==> src/rtl/mcs4_rom_responder.sv <==
// rtl/mcs4_rom_responder.sv - MCS-4 style ROM chip bus responder with I/O port
module mcs4_rom_responder #(
  parameter logic [3:0] CHIP_ID = 4'h0
) (
  input  logic       sysclk,
  input  logic       poc,
  input  logic       clk2,
  input  logic       sync,
  input  logic       cmrom,
  input  logic [3:0] data_in,
  output logic [3:0] data_out,
  output logic       data_oe,
  output logic [7:0] rom_addr,
  input  logic [7:0] rom_data,
  input  logic [3:0] io_in,
  output logic [3:0] io_out,
  output logic [2:0] phase,
  output logic       idle
);

  typedef enum logic [3:0] {
    ST_IDLE,
    ST_A1,
    ST_A2,
    ST_A3,
    ST_M1,
    ST_M2,
    ST_X1,
    ST_X2,
    ST_X3
  } state_t;

  localparam logic [3:0] OPR_IO  = 4'hE;
  localparam logic [3:0] OPA_WRR = 4'h2;
  localparam logic [3:0] OPA_RDR = 4'hA;

  state_t     state;
  state_t     state_nxt;
  logic       clk2_q;
  logic       boundary;
  logic       entering_a1;
  logic [7:0] addr;
  logic       sel;
  logic [3:0] opr;
  logic [3:0] opa;
  logic       io_cmd;
  logic       src_sel;
  logic       rdr_active;

  // A subcycle ends where clk2 falls, as seen through one sysclk register.
  assign boundary    = clk2_q & ~clk2;
  assign entering_a1 = boundary & sync;
  assign rom_addr    = addr;
  assign rdr_active  = io_cmd & src_sel & (opa == OPA_RDR);

  // Delay clk2 by one sysclk so its falling edge can be detected.
  always_ff @(posedge sysclk) begin
    if (poc) begin
      clk2_q <= 1'b0;
    end else begin
      clk2_q <= clk2;
    end
  end

  // Sequencer state register; advances only at subcycle boundaries.
  always_ff @(posedge sysclk) begin
    if (poc) begin
      state <= ST_IDLE;
    end else if (boundary) begin
      state <= state_nxt;
    end
  end

  // Next subcycle: sync forces A1 from anywhere, missing sync after X3 drops to idle.
  always_comb begin
    state_nxt = state;
    if (sync) begin
      state_nxt = ST_A1;
    end else begin
      case (state)
        ST_IDLE: state_nxt = ST_IDLE;
        ST_A1:   state_nxt = ST_A2;
        ST_A2:   state_nxt = ST_A3;
        ST_A3:   state_nxt = ST_M1;
        ST_M1:   state_nxt = ST_M2;
        ST_M2:   state_nxt = ST_X1;
        ST_X1:   state_nxt = ST_X2;
        ST_X2:   state_nxt = ST_X3;
        ST_X3:   state_nxt = ST_IDLE;
        default: state_nxt = ST_IDLE;
      endcase
    end
  end

  // Bus drive and status decode from registered state only.
  always_comb begin
    data_oe  = 1'b0;
    data_out = 4'h0;
    phase    = 3'd0;
    idle     = 1'b0;
    case (state)
      ST_IDLE: idle  = 1'b1;
      ST_A1:   phase = 3'd0;
      ST_A2:   phase = 3'd1;
      ST_A3:   phase = 3'd2;
      ST_M1: begin
        phase = 3'd3;
        if (sel) begin
          data_oe  = 1'b1;
          data_out = rom_data[7:4];
        end
      end
      ST_M2: begin
        phase = 3'd4;
        if (sel) begin
          data_oe  = 1'b1;
          data_out = rom_data[3:0];
        end
      end
      ST_X1:   phase = 3'd5;
      ST_X2: begin
        phase = 3'd6;
        if (rdr_active) begin
          data_oe  = 1'b1;
          data_out = io_in;
        end
      end
      ST_X3:   phase = 3'd7;
      default: idle  = 1'b1;
    endcase
  end

  // Bus latches: each captures data_in as its subcycle ends; entering A1 wins over a capture.
  always_ff @(posedge sysclk) begin
    if (poc) begin
      addr    <= 8'h00;
      sel     <= 1'b0;
      opr     <= 4'h0;
      opa     <= 4'h0;
      io_cmd  <= 1'b0;
      src_sel <= 1'b0;
      io_out  <= 4'h0;
    end else if (boundary) begin
      case (state)
        ST_A1: addr[3:0] <= data_in;
        ST_A2: addr[7:4] <= data_in;
        ST_A3: sel       <= cmrom & (data_in == CHIP_ID);
        ST_M1: opr       <= data_in;
        ST_M2: begin
          opa    <= data_in;
          io_cmd <= cmrom & (opr == OPR_IO);
        end
        ST_X2: begin
          // SRC (chip select for later I/O) and WRR are mutually exclusive via io_cmd.
          if (cmrom && !io_cmd) begin
            src_sel <= (data_in == CHIP_ID);
          end
          if (io_cmd && src_sel && (opa == OPA_WRR)) begin
            io_out <= data_in;
          end
        end
        default: ;
      endcase
      if (entering_a1) begin
        sel    <= 1'b0;
        io_cmd <= 1'b0;
      end
    end
  end

endmodule

==> config.mk <==
export PLATFORM = sky130hd
export DESIGN_NAME = mcs4_rom_responder
export DESIGN_NICKNAME = d
export VERILOG_FILES = /design/src/rtl/mcs4_rom_responder.sv
export SDC_FILE = /design/constraint.sdc
export NUM_CORES = 1
export LEC_CHECK = 0
export BUFFER_PORTS_ARGS = -buffer_cell sky130_fd_sc_hd__buf_2
export CAP_MARGIN = 10
export CORE_ASPECT_RATIO = 1.25
export CORE_MARGIN = 10
export CORE_UTILIZATION = 51
export DETAILED_ROUTE_END_ITERATION = 12
export PLACE_DENSITY = 0.78
export SLEW_MARGIN = 10
export SYNTH_ARGS = -nofsm -noshare
export SYNTH_HDL_FRONTEND = slang
export SYNTH_SLANG_ARGS = --single-unit
export TNS_END_PERCENT = 10
==> constraint.sdc <==
create_clock -name sysclk -period 1.96 [get_ports sysclk]
set_input_delay 0.294 -clock sysclk [delete_from_list [all_inputs] [get_ports sysclk]]
set_output_delay 0.294 -clock sysclk [all_outputs]
set_load 0.005 [all_outputs]
* Word level (Yosys, flattened, before mapping)
Memories as Yosys holds them, arrays and structs flattened. A register that Yosys moved wholly into a read port is not among the register bits.
Index checks and enable logic that the tools add are counted.
** Storage, ports and cells
- Logic and storage cells :: 62
- ROM bits :: 64
- Memories :: 1
- Register bits :: 28
- Output and inout port bits :: 21
** Cells by class
- Mux-type cells :: 16
- Bitwise operators :: 7
- Reduce and logical (&&, ||, !) cells :: 17
- Equality and inequality tests :: 11
** Memories
- (no name shown) :: words 16, bits a word 4, rd ports 1, clocked after Yosys merged registers in 1, write ports 0, RTL line 80 : case (state)
** Operators by type and width (count)
- $mux 4 :: 6
- $pmux 3 s7 :: 1
- $eq 4x3->1 const B :: 4
- $eq 4x2->1 const B :: 3
- $eq 4x4->1 const B :: 3
- $pmux 4 s3 :: 1
- $reduce_and 2->1 :: 6
- $reduce_or 8->1 :: 1
- $mux 1 :: 7
- $and 1x1->1 :: 6
- $reduce_and 3->1 :: 2
- $eq 4x1->1 const B :: 1
- $logic_not 4->1 :: 1
- $reduce_bool 2->1 :: 2
- $logic_and 1x1->1 :: 3
- $pmux 1 s2 :: 1
- $reduce_or 2->1 :: 1
- $logic_not 1->1 :: 1
- $not 1->1 :: 1

* Depth between registers and ports, before layout
- Depth after elaboration :: 5
- Mapped depth :: 7
- Depth with buffers taken out :: 7

* Worst setup path after synthesis
No wires, ideal clock.
- Path kind :: input to register
- Start point :: input poc
- End point :: register with a tool-made name
- Path slack :: 320 ps
- Data arrival time :: 1571 ps
- Library setup time :: 70 ps
- Stages on the path :: 6
- Required time :: 1890 ps
- Path buffers :: 2
- Path through :: clkbuf_1 buf_1 nor2_1 ha_1 or3_1 a21oi_1
** RTL lines
- from (decl) :: RTL line 6 : input logic poc,

* Final worst setup path
- Start point :: register state[2]
- End point :: output data_out[3]
** Between the ends
- Longest elaborated chain between the ends :: 2
- Elaborated cells on any way between the ends :: 4
- Those cells by class :: 3 x eq/ne; 1 x mux
** Ends and longest elaborated chain
- from (decl) :: RTL line 37 : state_t state;
- from (signal assigned) :: RTL line 70 : state <= state_nxt;
- $eq 4x3->1 :: RTL line 101 : case (state)
- $pmux 4 s3 (*) :: RTL line 101
- to (decl) :: RTL line 11 : output logic [3:0] data_out,
Every way passes the cells marked *; elsewhere a longest branch is shown, timed or not.

==> impl_metrics.env <==
export IMPL_ys_warn_count=0
export IMPL_leakage_nw=0.867
export IMPL_hp_class="in2reg"
export IMPL_portBuffers=41
export IMPL_synth_seq_area_share_pct=42.3
export IMPL_syn_area_um2=1510
export IMPL_skew_ns=0.00363
export IMPL_num_antenna_cells=0
export IMPL_first_pass_iters=4
export IMPL_syn_inst=164
export IMPL_drt_wl_total_um=3710
export IMPL_finalWeightedCongestion=0.911
export IMPL_crit_required_ns=1.67
export IMPL_clk_pin_slew_ns=0.09
export IMPL_setup_slack_ns=0.121
export IMPL_drc_errors=0
export IMPL_clock_path_buffers=2
export IMPL_antenna_found_initial=0
export IMPL_vias=1358
export IMPL_grt_pass1_wl_um=5860
export IMPL_area_growth_pct=20.8
export IMPL_grt_setup_unrepaired="false"
export IMPL_start_kind="register"
export IMPL_core_area_um2=2890
export IMPL_numCtsBuffers=5
export IMPL_critPathMaxFanout=7
export IMPL_cts_tree="done"
export IMPL_num_rows=22
export IMPL_max_freq_ghz=0.544
export IMPL_pre_cts_slack_ns=0.179
export IMPL_drv_cap=0
export IMPL_ys_seq_elements=32
export IMPL_endpoint_kind="primary output"
export IMPL_slew_violations=0
export IMPL_run_status="completed"
export IMPL_irDropWorstVdd_mv=0.616
export IMPL_die_h_um=80.9
export IMPL_finalSetupViolations=0
export IMPL_fin_nets=232
export IMPL_wl_per_cell_um=15.1
export IMPL_fp_dieArea_um2=5560
export IMPL_io_pins=42
export IMPL_syn_avg_cell_area_um2=9.22
export IMPL_cts_sink_count=32
export IMPL_tightestPinTransition_ns=0.415
export IMPL_p_per_area_nw_per_um2=613
export IMPL_fill_cells=248
export IMPL_hold_viol=0
export IMPL_grt_pass1_vias=1321
export IMPL_period_share_pct=93.8
export IMPL_dp_hpwl_um=2850
export IMPL_period_minus_slack_ns=1.84
export IMPL_first_iter_violations=65
export IMPL_syn_nets=188
export IMPL_insertion_delay_ns=0.33
export IMPL_clockRootBuffer="clkbuf_4"
export IMPL_start_util_pct=52.3
export IMPL_critPathKind="reg2out"
export IMPL_grt_max_degree=25
export IMPL_finalSetupTns_ns=0
export IMPL_relSlewSlack_pct=72.2
export IMPL_cp_arrival_ns=1.54
export IMPL_cts_setup_buffers=0
export IMPL_drtAntennaViolNets=0
export IMPL_ys_types=40
export IMPL_cts_max_level=2
export IMPL_grt_overflow_total=0
export IMPL_die_w_um=68.7
export IMPL_drive_gt1_share_pct=29.7
export IMPL_vias_per_cell=5.54
export IMPL_grt_total_usage_pct=13.5
## metrics by stage
| step | std cells | power, mW | util [%] | hold WS, ns | cell area (µm²) |
|---|---|---|---|---|---|
| 2_1_floorplan | 164 | 0.706 | - | 0.393 | 1510 |
| 3_3_place_gp | 237 | 0.745 | 60.5 | 0.441 | 1750 |
| 3_5_place_dp | 237 | 0.748 | 60.5 | 0.444 | 1750 |
| 4_1_cts | 245 | 1.13 | 62.8 | 0.214 | 1810 |
| 5_1_grt | 245 | 1.17 | 63.2 | 0.199 | 1830 |
| 6_report | 245 | 1.12 | 63.2 | 0.220 | 1830 |
## path summary, 6_finish.rpt
kind                                   from          end  slack [ns]  depth (start not counted)
worst max register to register       clk2_q     register        0.18                          6
worst max-delay path               state[2]  data_out[3]        0.12                          5
worst min-delay path                   sync          sel        0.22                          2
worst min register to register  rom_addr[0]  rom_addr[0]        0.45                          2
## placed cells by master, fill, tap and decap left out, drive strengths merged, types with 4 or more instances in the layout
cell and n:
clkbuf 8, nand2 15, a21oi 13, dfxtp 32
mux2i 18, nand3 9, o2bb2ai 4, buf 45
nor2 22
## report_power, final
part	total, mW	internal, mW	leakage (nW)	switching [mW]
logic	0.0744	0.0320	0.574	0.0424
clock network	0.387	0.177	0.0326	0.211
registers	0.658	0.653	0.260	0.00567
## final cells by class
type | count | area [µm²] | share of cell area, %
inverter | 3 | 11.3 | 0.616
clock buffer | 8 | 58.8 | 3.22
timing repair buffer | 45 | 239 | 13.1
multi-input combinational | 121 | 825 | 45.1
tap | 36 | 45.0 | 2.47
sequential | 32 | 648 | 35.5
## critical path, cell delays in order, from the launching register on
cell       delay [ns]
dfxtp_4          0.39
nor2b_2          0.19
nand2_1          0.10
nor3_4           0.26
o2bb2ai_1        0.14
buf_2            0.13
## cell families (layout without fill, tap and decap cells)
family | count (synthesis) | in the layout | synth area share (%)
xor gates and xnor gates | 2 | 2 | 1.16
muxes | 18 | 18 | 11.9
adders and majority gates | 3 | 3 | 2.48
DFF | 32 | 32 | 42.3
AOI/OAI and AO/OA | 24 | 24 | 9.76
and+or+nand+nor | 74 | 74 | 28.6
buffers and inverters | 11 | 56 | 3.72
## timing repair
item / 4_1_cts / 5_1_grt
pin swaps: 0 / 3
cloned: 0 / 0
resized for setup: 2 / 6
hold buffers: 0 / 0
setup endpoints to repair: 5 / 6
endpoints found under the hold margin: 0 / 0
## synthesized netlist by cell type (all sizes together)
cell / number / share of area [%]
inv: 3 / 0.74
nor3: 3 / 1.3
o21bai: 1 / 0.50
or3: 1 / 0.41
o21ai: 3 / 0.99
clkbuf: 2 / 0.50
nor2: 22 / 5.5
and4b: 1 / 0.66
dfxtp: 32 / 42
nand2b: 2 / 1.3
and3b: 1 / 0.58
nand4: 2 / 0.83
a211o: 1 / 0.58
ha: 3 / 2.5
nor4bb: 1 / 0.66
a211oi: 1 / 0.50
nand4b: 2 / 1.6
and4bb: 3 / 2.5
a21oi: 13 / 4.3
xor2: 2 / 1.2
buf: 6 / 2.5
nand2: 15 / 3.7
nor2b: 3 / 1.2
mux2i: 18 / 12
a221oi: 1 / 0.58
nand3b: 2 / 0.99
nor3b: 2 / 0.99
o2bb2ai: 4 / 2.3
and2: 2 / 0.83
nor4b: 2 / 2.2
nand3: 9 / 3.0
nor4: 1 / 0.41
## metal layers
metal	part of all wire [%]	vias to the layer above	global-route usage (%)
met5	0	-	0
met4	1.5	0	5.34
met3	9.2	6	5.79
met2	46	54	21.8
met1	43	630	15.2
li1	-	668	-
(Power assumes the default switching activity.)
